File: src/rtl/spynet_scheduler.sv
// SpyNet layer scheduler: walks (stage, layer) pairs over evaluate_network with a settle gap.
// Optional WAIT watchdog enabled by defining SPYNET_SCHED_TIMEOUT_EN.
module spynet_scheduler #(
  parameter int NUM_LAYERS     = 5,
  parameter int SETTLE_CYCLES  = 2,
  parameter int TIMEOUT_CYCLES = 65535
) (
  input  logic       clk,
  input  logic       rst,
  input  logic       run,
  input  logic       abort,
  input  logic [2:0] num_stages,
  input  logic       net_done,
  output logic       net_start,
  output logic [2:0] net_stage,
  output logic [2:0] net_type,
  output logic       busy,
  output logic       pass_done,
  output logic       err
);

  typedef enum logic [2:0] {IDLE, LAUNCH, WAIT, SETTLE, FINISH} state_t;

  localparam logic [2:0] LAST_LAYER  = 3'(NUM_LAYERS - 1);
  localparam logic [3:0] SETTLE_LOAD = 4'(SETTLE_CYCLES - 1);

  if (NUM_LAYERS < 1 || NUM_LAYERS > 8) begin : g_bad_layers
    $error("NUM_LAYERS must be 1..8");
  end
  if (SETTLE_CYCLES < 1 || SETTLE_CYCLES > 15) begin : g_bad_settle
    $error("SETTLE_CYCLES must be 1..15");
  end
  if (TIMEOUT_CYCLES < 1 || TIMEOUT_CYCLES > 65535) begin : g_bad_timeout
    $error("TIMEOUT_CYCLES must be 1..65535");
  end

  function automatic logic [2:0] clamp_stages(input logic [2:0] n);
    if (n == 3'd0) return 3'd1;
    if (n > 3'd5)  return 3'd5;
    return n;
  endfunction

  state_t     state_q, state_d;
  logic [2:0] stage_q, stage_d;
  logic [2:0] layer_q, layer_d;
  logic [2:0] stages_q, stages_d;
  logic [3:0] settle_q, settle_d;

`ifdef SPYNET_SCHED_TIMEOUT_EN
  localparam logic [15:0] WD_LAST = 16'(TIMEOUT_CYCLES - 1);
  logic [15:0] wd_q, wd_d;
  logic        err_q, err_d;
`endif

  always_ff @(posedge clk or posedge rst) begin
    if (rst) begin
      state_q  <= IDLE;
      stage_q  <= 3'd0;
      layer_q  <= 3'd0;
      stages_q <= 3'd1;
      settle_q <= 4'd0;
`ifdef SPYNET_SCHED_TIMEOUT_EN
      wd_q     <= 16'd0;
      err_q    <= 1'b0;
`endif
    end else begin
      state_q  <= state_d;
      stage_q  <= stage_d;
      layer_q  <= layer_d;
      stages_q <= stages_d;
      settle_q <= settle_d;
`ifdef SPYNET_SCHED_TIMEOUT_EN
      wd_q     <= wd_d;
      err_q    <= err_d;
`endif
    end
  end

  always_comb begin
    state_d  = state_q;
    stage_d  = stage_q;
    layer_d  = layer_q;
    stages_d = stages_q;
    settle_d = settle_q;
`ifdef SPYNET_SCHED_TIMEOUT_EN
    wd_d     = wd_q;
    err_d    = err_q;
`endif
    case (state_q)
      IDLE: begin
        if (run) begin
          stages_d = clamp_stages(num_stages);
          stage_d  = 3'd0;
          layer_d  = 3'd0;
          state_d  = LAUNCH;
`ifdef SPYNET_SCHED_TIMEOUT_EN
          err_d    = 1'b0;
`endif
        end
      end
      LAUNCH: begin
        state_d = WAIT;
`ifdef SPYNET_SCHED_TIMEOUT_EN
        wd_d    = 16'd0;
`endif
      end
      WAIT: begin
        if (net_done) begin
          settle_d = SETTLE_LOAD;
          state_d  = SETTLE;
        end
`ifdef SPYNET_SCHED_TIMEOUT_EN
        else if (wd_q == WD_LAST) begin
          err_d   = 1'b1;
          state_d = IDLE;
        end else begin
          wd_d = wd_q + 16'd1;
        end
`endif
      end
      SETTLE: begin
        // Position only advances on the SETTLE exit so the outputs stay stable for a whole layer.
        if (settle_q != 4'd0) begin
          settle_d = settle_q - 4'd1;
        end else if (layer_q < LAST_LAYER) begin
          layer_d = layer_q + 3'd1;
          state_d = LAUNCH;
        end else if (stage_q + 3'd1 < stages_q) begin
          stage_d = stage_q + 3'd1;
          layer_d = 3'd0;
          state_d = LAUNCH;
        end else begin
          state_d = FINISH;
        end
      end
      FINISH:  state_d = IDLE;
      default: state_d = IDLE;
    endcase
    // Abort overrides every transition, including a run arriving in IDLE.
    if (abort) begin
      state_d = IDLE;
      stage_d = 3'd0;
      layer_d = 3'd0;
    end
  end

  assign net_start = (state_q == LAUNCH);
  assign pass_done = (state_q == FINISH);
  assign busy      = (state_q != IDLE);
  assign net_stage = stage_q;
  assign net_type  = layer_q;

`ifdef SPYNET_SCHED_TIMEOUT_EN
  assign err = err_q;
`else
  assign err = 1'b0;
`endif

endmodule

File: config.mk
export PLATFORM = sky130hd
export DESIGN_NAME = spynet_scheduler
export DESIGN_NICKNAME = d
export VERILOG_FILES = /design/src/rtl/spynet_scheduler.sv
export SDC_FILE = /design/constraint.sdc
export NUM_CORES = 1
export LEC_CHECK = 0
export BUFFER_PORTS_ARGS = -buffer_cell sky130_fd_sc_hd__buf_2
export CAP_MARGIN = 20
export CORE_AREA = 4 4 51 53
export DETAILED_ROUTE_END_ITERATION = 8
export DIE_AREA = 0 0 55 57
export PLACE_DENSITY = 0.76
export RECOVER_POWER = 100
export SLEW_MARGIN = 30
export SYNTH_ARGS = -nofsm -noshare
export SYNTH_HDL_FRONTEND = slang
export SYNTH_SLANG_ARGS = --single-unit
File: constraint.sdc
create_clock -name clk -period 2 [get_ports clk]
set_clock_uncertainty 0.05 [all_clocks]
set_input_delay 0.3 -clock clk [delete_from_list [all_inputs] [get_ports clk]]
set_output_delay 0.3 -clock clk [all_outputs]
set_load 0.02 [all_outputs]
==> reports/qor.json, run 1 <==
{
  "logic_synthesis": {
    "adder_cell_area_share_of_the_yosys_netlist_pct": 7.61,
    "synth_most_common_cell": "dfrtp_1",
    "synthCells": 107,
    "area_fraction_in_compound_gates_after_synthesis_pct": 21.2,
    "synth.top_cell.area_share_pct": 38.1,
    "synth.distinct_cells": 39,
    "synth.mux.area_fraction_pct": 1.02,
    "yosys.area.top_type": "dfrtp_1",
    "syn-num-nets": 121,
    "synth.cells.most_frequent": "dfrtp_1 (15), inv_1 (10), nand2_1 (10), o21ai_0 (9), nor2_1 (7)",
    "synth.cell_area_um2": 986,
    "synth-warning-count": 0,
    "post_synth.cell_area_avg_um2": 9.21,
    "yosys_reg_bits": 16,
    "synth.area.top_cells": "dfrtp_1 (38%), ha_1 (7.6%), o21ai_0 (4.6%)",
    "postSynth.asyncResetShare_pct": 100,
    "synth_enable_flop_cells": 0,
    "synth_xor_area_share_pct": 0.888,
    "area_share_of_and_or_nand_nor_cells_after_synthesis_pct": 21.7,
    "yosysSeqAreaShare_pct": 40.7,
    "synth-main-ff-cell": "dfrtp_1",
    "main_combinational_cell_family_by_area_after_synthesis": "simple AND/OR/NAND/NOR gates"
  },
  "grt": {
    "antenna_found_initial": 0,
    "residual_overflow_from_global_routing": 0,
    "pin_count_of_the_biggest_net_entering_global_routing": 17,
    "grt_pass1_vias": 794,
    "grt_pass1_wl_um": 3490,
    "track_usage_pct": 14.6
  },
  "floorplanning": {
    "floorplan.die.width_um": 55,
    "floorplan.io_pins": 18,
    "core_region_area_mm2": 0.00215,
    "height_of_the_chip_um": 57,
    "die_area_mm2": 0.00314,
    "rows": 17,
    "floorplan.initialDensity_pct": 45.9
  },
  "clock_tree": {
    "htree_num_levels": 1,
    "cts.root.buffer_cell": "clkbuf_4",
    "worst_skew_pair.late_latency_ns": 0.30,
    "worst_setup_hold_path_clk_slew_ns": 0.10,
    "tritoncts": "yes",
    "numCtsBuffers": 3,
    "cts-root-to-sink-buffers": 2,
    "clock_sinks": 16
  },
  "sta": {
    "fmax_mhz": 500,
    "min_period_over_period_pct": 99.9,
    "drv_slew": 0,
    "worst_slew_pin_slew_ns": 0.612,
    "slew_headroom_pct": 59.1,
    "setup_viol": 0,
    "timing_hold_violations_final": 0,
    "setup-tns-final_ns": 0,
    "unrepaired_setup_endpoints_after_global_routing": "yes",
    "fin_hold_ws_ns": 0.00489,
    "fin_crit_ns": 2.00
  },
  "pwr": {
    "final_power_uw": 833,
    "power.leakage_uw": 0.000551,
    "p_per_area_mw_per_mm2": 692,
    "max-vdd-ir-drop_uv": 391
  },
  "drt": {
    "detail_route.vias_per_cell": 5.46,
    "total_vias_in_the_final_route": 857,
    "drt-total-wl_um": 2070,
    "drt-pass1-iter-count": 4,
    "drt_drc_violations_left": 0,
    "count_of_routing_violations_after_the_opening_detailed_route_iteration": 30,
    "wl_per_cell_um": 13.2,
    "drtAntennaViolNets": 0
  },
  "worst_setup_path": {
    "setup.worst_path.class": "reg2reg",
    "worst_r2r_path_depth": 8,
    "cp.arrival_ns": 2.17,
    "reg2reg_slack_ns": 0.001,
    "cp_max_fo": 2,
    "start_kind": "register",
    "cp.required_ns": 2.17,
    "crit_path_end_kind": "register"
  },
  "run": {
    "max-cap-violations": 0
  },
  "place": {
    "io_buffers": 16,
    "hpwl_um": 1600,
    "placed_instance_area_mm2": 0.00116,
    "gp_congestion": 0.780
  },
  "layout": {
    "flow.area_growth_from_synthesis_pct": 22.1,
    "nets": 144,
    "antennaDiodeCount": 0,
    "final_layout_size_suffix_gt1_share_pct": 27.9,
    "fin_area_mm2": 0.00120
  },
  "min_path": {
    "min_path_type": "in2async"
  },
  "status": {
    "run_status": "completed"
  }
}
-- cell type report --
| type | count | area (um2) |
|---|---|---|
| repair buffers | 23 | 129 |
| well taps | 28 | 35.0 |
| multi-input cells | 76 | 572 |
| flip-flops and latches | 16 | 404 |
| clock buffers | 4 | 26.3 |
| inverters | 10 | 37.5 |
| fillers | 197 | 945 |
-- kinds of logic after synthesis --
kind of cell    after synthesis
simple gates                 36
compound gates               31
flops                        16
buf+inv                      15
fa+ha+maj                     6
other cells                   1
xor+xnor                      1
mux                           1
-- per-stage QoR --
stage / std cells / worst slack [ns] / utilization [%]
2_1_floorplan: 107 / -0.0847 / -
3_3_place_gp: 151 / 0.0513 / 53.9
3_5_place_dp: 151 / 0.00905 / 53.9
4_1_cts: 156 / 0.00506 / 55.5
5_1_grt: 157 / -0.102 / 56.0
6_report: 157 / 0.00106 / 56.0
-- power by group --
part / internal, uW / leakage, uW / total, uW / switching [uW]
combinational: 110 / 0.000327 / 246 / 136
clock: 77.7 / 0.0000150 / 190 / 112
sequential: 359 / 0.000209 / 397 / 38.4
total: 546 / 0.000551 / 833 / 287
-- worst max-delay path, stage by stage (launching register included) --
cell and delay (ns):
dfrtp_2 0.44, ha_4 0.16, nand2_1 0.10, nand2_4 0.07, ha_4 0.24, a21oi_4 0.11
o211ai_1 0.11, or4_1 0.48, a31oi_1 0.16
-- cells in the final DEF, fill, tap and decap left out, types with 2 or more instances in the layout --
| cell | netlist | layout |
|---|---|---|
| buf_2 | 3 | 13 |
| dfrtp_1 | 15 | 13 |
| inv_1 | 10 | 10 |
| nand2_1 | 10 | 9 |
| o21ai_0 | 9 | 8 |
| nor2_1 | 7 | 7 |
| buf_4 | 1 | 7 |
| a31oi_1 | 4 | 4 |
| ha_1 | 6 | 4 |
| clkbuf_1 | 1 | 4 |
| nor3b_1 | 3 | 3 |
| nand3_1 | 3 | 3 |
| clkbuf_4 | 0 | 3 |
| o211ai_1 | 2 | 2 |
| or4_1 | 2 | 2 |
| o21ai_1 | 1 | 2 |
| nor3_1 | 2 | 2 |
| o31ai_1 | 2 | 2 |
| a21oi_1 | 3 | 2 |
| o32ai_1 | 2 | 2 |
| ha_4 | 0 | 2 |
| dfrtp_2 | 0 | 2 |
-- flip-flops by register name (all words and copies together), names as in the netlist --
name       count
net_stage      3
net_type       3
settle_q       4
stages_q       3
state_q        3
-- layer usage --
layer	routed length, um	global-route usage [%]	vias to the layer above	part of all wire (%)
li1	-	-	423	-
met1	973	21.4	392	47
met2	913	21.1	40	44
met3	162	4.96	2	7.8
met4	18	2.08	0	0.87
met5	0	0	-	0
-- worst paths after layout --
kind | endpoint | start
max | net_stage[0] | net_stage[1]
min | settle_q[0] | rst
max reg2reg | net_stage[0] | net_stage[1]
min reg2reg | stages_q[0] | stages_q[0]
max in group asynchronous | net_stage[1] | rst
min in group clk | net_stage[0] | abort
-- timing repair --
| action | in CTS | in global routing |
|---|---|---|
| gates resized for setup | 0 | 2 |
| endpoints found under the setup margin | 1 | 4 |
| pin swaps | 0 | 2 |
| cloned | 0 | 0 |
| hold buffers | 0 | 0 |
| hold endpoints to repair | 0 | 0 |
| buffers inserted | 1 | 1 |
(Power assumes the default switching activity.)
==> run 2, diff against run 1 <==
==> constraint.sdc (replaced) <==
create_clock -name clk -period 2 [get_ports clk]
set_clock_uncertainty 0.05 [all_clocks]
set_input_delay 0.1 -clock clk [delete_from_list [all_inputs] [get_ports clk]]
set_output_delay 0.1 -clock clk [all_outputs]
set_load 0.02 [all_outputs]
==> run 2 against run 1 <==
Net effect:
- total power fell by 2.4%
- hold slack is essentially flat
- design area grew 0.94%
- die area unchanged
- clock-buffer cell count is the same
- global-route usage is 0.52 points higher
- largest power group unchanged
- flip-flop and latch count stayed put
==> reports/qor.json, run 2 (synthesized netlist as in run 1, its figures left out) <==
{
  "layout": {
    "nets": {"value": 146, "change": "+1.4%"},
    "largest_register_ffs": {"value": 4, "change": "unchanged"},
    "flow.area_growth_from_synthesis_pct": 23.2,
    "final_common_cell": "dfrtp_1",
    "final_core_utilization": {"value": 56.6, "unit": "%", "change": "+0.52 points"},
    "top_register": "settle_q",
    "multiInputGateArea": {"value": 573, "unit": "um2", "change": "+0.22%"},
    "nFillCells": {"value": 202, "change": "+2.5%"},
    "register_area": {"value": 404, "unit": "um2", "change": "unchanged"},
    "mostFrequentLayoutCells": "dfrtp_1 (13), inv_1 (10), clkbuf_1 (10), o21ai_0 (9), buf_2 (9)",
    "final_layout_size_suffix_gt1_share": {"value": 22.1, "unit": "%", "change": "-5.8 points"},
    "antennaDiodeCount": {"value": 0, "change": "unchanged"}
  },
  "drt": {
    "drt-pass1-iter-count": {"value": 5, "change": "+1"},
    "total_vias_in_the_final_route": {"value": 863, "change": "+0.70%"},
    "wl_per_cell": {"value": 13.6, "unit": "um", "change": "+2.9%"},
    "drtAntennaViolNets": {"value": 0, "change": "unchanged"},
    "detail_route.vias_per_cell": {"value": 5.43, "change": "-0.57%"},
    "drt_drc_violations_left": {"value": 0, "change": "unchanged"},
    "drt-total-wl": {"value": 2160, "unit": "um", "change": "+4.3%"},
    "count_of_routing_violations_after_the_opening_detailed_route_iteration": {"value": 31, "change": "+3.3%"}
  },
  "pwr": {
    "max-vdd-ir-drop": {"value": 392, "unit": "uV", "change": "+0.37%"},
    "final_power": {"value": 813, "unit": "uW", "change": "-2.4%"},
    "power.leakage": {"value": 0.000534, "unit": "uW", "change": "-3.1%"},
    "p_per_area": {"value": 669, "unit": "mW/mm2", "change": "-3.3%"}
  },
  "worst_setup_path": {
    "cell_family_with_the_largest_share_of_critical_path_delay": "simple AND/OR/NAND/NOR gates",
    "cp.arrival": {"value": 2.11, "unit": "ns", "change": "-0.06 ns"},
    "worstReg2RegStart": "net_stage[1]",
    "start_kind": "register",
    "crit_path_start": "net_stage[1]",
    "setup.worst_path.class": "reg2reg",
    "worst_r2r_path_depth": {"value": 8, "change": "unchanged"},
    "crit_path_end_kind": "register",
    "cpMostUsedCell": "ha_4",
    "worstPathBufferInverterCount": {"value": 0, "change": "unchanged"},
    "cp_max_fo": {"value": 2, "change": "unchanged"},
    "timing.critical_path.slowest_cell_delay": {"value": 0.43, "unit": "ns", "change": "-0.05 ns"},
    "critical_path_cell_count": {"value": 8, "change": "unchanged"},
    "crit_path_cell_trace": "ha_4 -> nand2b_4 -> nand2_4 -> ha_4 -> a21oi_4 -> o211ai_1 -> or4_1 -> a31oi_1",
    "slowest_stage": "dfrtp_2",
    "cp.required": {"value": 2.17, "unit": "ns", "change": "about the same"}
  },
  "status": {
    "run_status": "completed"
  },
  "clock_tree": {
    "cts-root-to-sink-buffers": {"value": 2, "change": "unchanged"},
    "tritoncts": "yes",
    "numCtsBuffers": {"value": 3, "change": "unchanged"},
    "htree_num_levels": {"value": 1, "change": "unchanged"},
    "clock_sinks": {"value": 16, "change": "unchanged"},
    "worst_setup_hold_path_clk_slew": {"value": 0.09, "unit": "ns", "change": "about the same"},
    "worst_skew_pair.late_latency": {"value": 0.30, "unit": "ns", "change": "about the same"},
    "cts.root.buffer_cell": "clkbuf_4"
  },
  "sta": {
    "timing_hold_violations_final": {"value": 0, "change": "unchanged"},
    "worst_slew_pin_slew": {"value": 0.632, "unit": "ns", "change": "+0.0200 ns"},
    "fmax": {"value": 513, "unit": "MHz", "change": "+2.6%"},
    "slew_headroom": {"value": 57.8, "unit": "%", "change": "-1.3 points"},
    "fin_crit": {"value": 1.95, "unit": "ns", "change": "-0.0514 ns"},
    "unrepaired_setup_endpoints_after_global_routing": "yes",
    "drv_slew": {"value": 0, "change": "unchanged"},
    "min_period_over_period": {"value": 97.4, "unit": "%", "change": "-2.6 points"},
    "setup_viol": {"value": 0, "change": "unchanged"}
  },
  "grt": {
    "grt_pass1_wl": {"value": 3620, "unit": "um", "change": "+3.8%"},
    "antenna_found_initial": {"value": 0, "change": "unchanged"},
    "pin_count_of_the_biggest_net_entering_global_routing": {"value": 17, "change": "unchanged"},
    "grt_pass1_vias": {"value": 821, "change": "+3.4%"},
    "track_usage": {"value": 15.1, "unit": "%", "change": "+0.52 points"},
    "residual_overflow_from_global_routing": {"value": 0, "change": "unchanged"}
  },
  "floorplanning": {
    "die_area": {"value": 0.00314, "unit": "mm2", "change": "unchanged"},
    "rows": {"value": 17, "change": "unchanged"},
    "floorplan.io_pins": {"value": 18, "change": "unchanged"},
    "core_region_area": {"value": 0.00215, "unit": "mm2", "change": "unchanged"},
    "floorplan.initialDensity": {"value": 45.9, "unit": "%", "change": "unchanged"},
    "floorplan.die.width": {"value": 55, "unit": "um", "change": "unchanged"},
    "height_of_the_chip": {"value": 57, "unit": "um", "change": "unchanged"}
  },
  "min_path": {
    "min_path_type": "in2reg",
    "whs_path_depth": 3,
    "hold_path.startpoint": "num_stages[0]"
  },
  "place": {
    "gp_congestion": {"value": 0.780, "change": "unchanged"},
    "hpwl": {"value": 1600, "unit": "um", "change": "unchanged"},
    "io_buffers": {"value": 16, "change": "unchanged"}
  },
  "run": {
    "max-cap-violations": {"value": 0, "change": "unchanged"}
  }
}
run 2: cell count changes in the layout (fill, tap and decap cells not counted), sizes merged:
cell,change
dlygate4sd3,+3
buf,-7
clkbuf,+6
run 2: through the flow:
stage               setup slack (ns)  TNS [ns]  hold slack (ns)  cell area (um2)  instances
floorplan                    -0.0847   -0.0847          -0.0371             1030        107
global placement              0.0513         0            0.156             1160        151
detailed placement           0.00905         0            0.164             1160        151
CTS                          0.00506         0          0.00428             1220        159
global route                 -0.0441   -0.0630          0.00539             1210        159
finish                        0.0524         0          0.00477             1210        159
run 2: metal layers:
layer	wire length (um)	vias to the layer above	global-route usage (%)	share of wire, %
li1	-	428	-	-
met1	1010	399	21.9	47
met2	987	34	22.3	46
met3	141	2	4.96	6.5
met4	18	0	2.08	0.83
met5	0	-	0	0
run 2: power breakdown:
group	switching (uW)	leakage (uW)	internal, uW
Combinational	136	0.000310	89.7
Sequential	37.1	0.000209	359
Clock	114	0.0000150	77.7
run 2: path summary, 6_finish.rpt:
check,to,slack (ns)
worst max-delay path,net_stage[0],0.05
worst min-delay path,stages_q[0],0.005
worst max register to register,net_stage[0],0.05
worst min register to register,stages_q[0],0.47
max in group asynchronous,net_stage[1],1.09
min in group asynchronous,settle_q[0],0.36
run 2: repair_timing:
item	in CTS	in global routing
buffers inserted	1	0
hold buffers	3	0
pin swaps	0	3
setup endpoints to repair	1	6
resized for setup	0	4
hold endpoints to repair	17	0
run 2: layout make-up:
type                    count  share of cell area (%)
flip-flops and latches     16                    33.3
clock buffers               4                    2.16
repair buffers             25                    11.4
well taps                  28                    2.88
inverters                  10                    3.09
multi-input cells          76                    47.2
run 2: worst reg2reg max path, delay by kind of cell, from the launching register on:
kind / cells / cell delay, ns
AOI/OAI and AO/OA: 3 / 0.39
adders and majority gates: 2 / 0.38
and+or+nand+nor: 3 / 0.61
DFF: 1 / 0.43
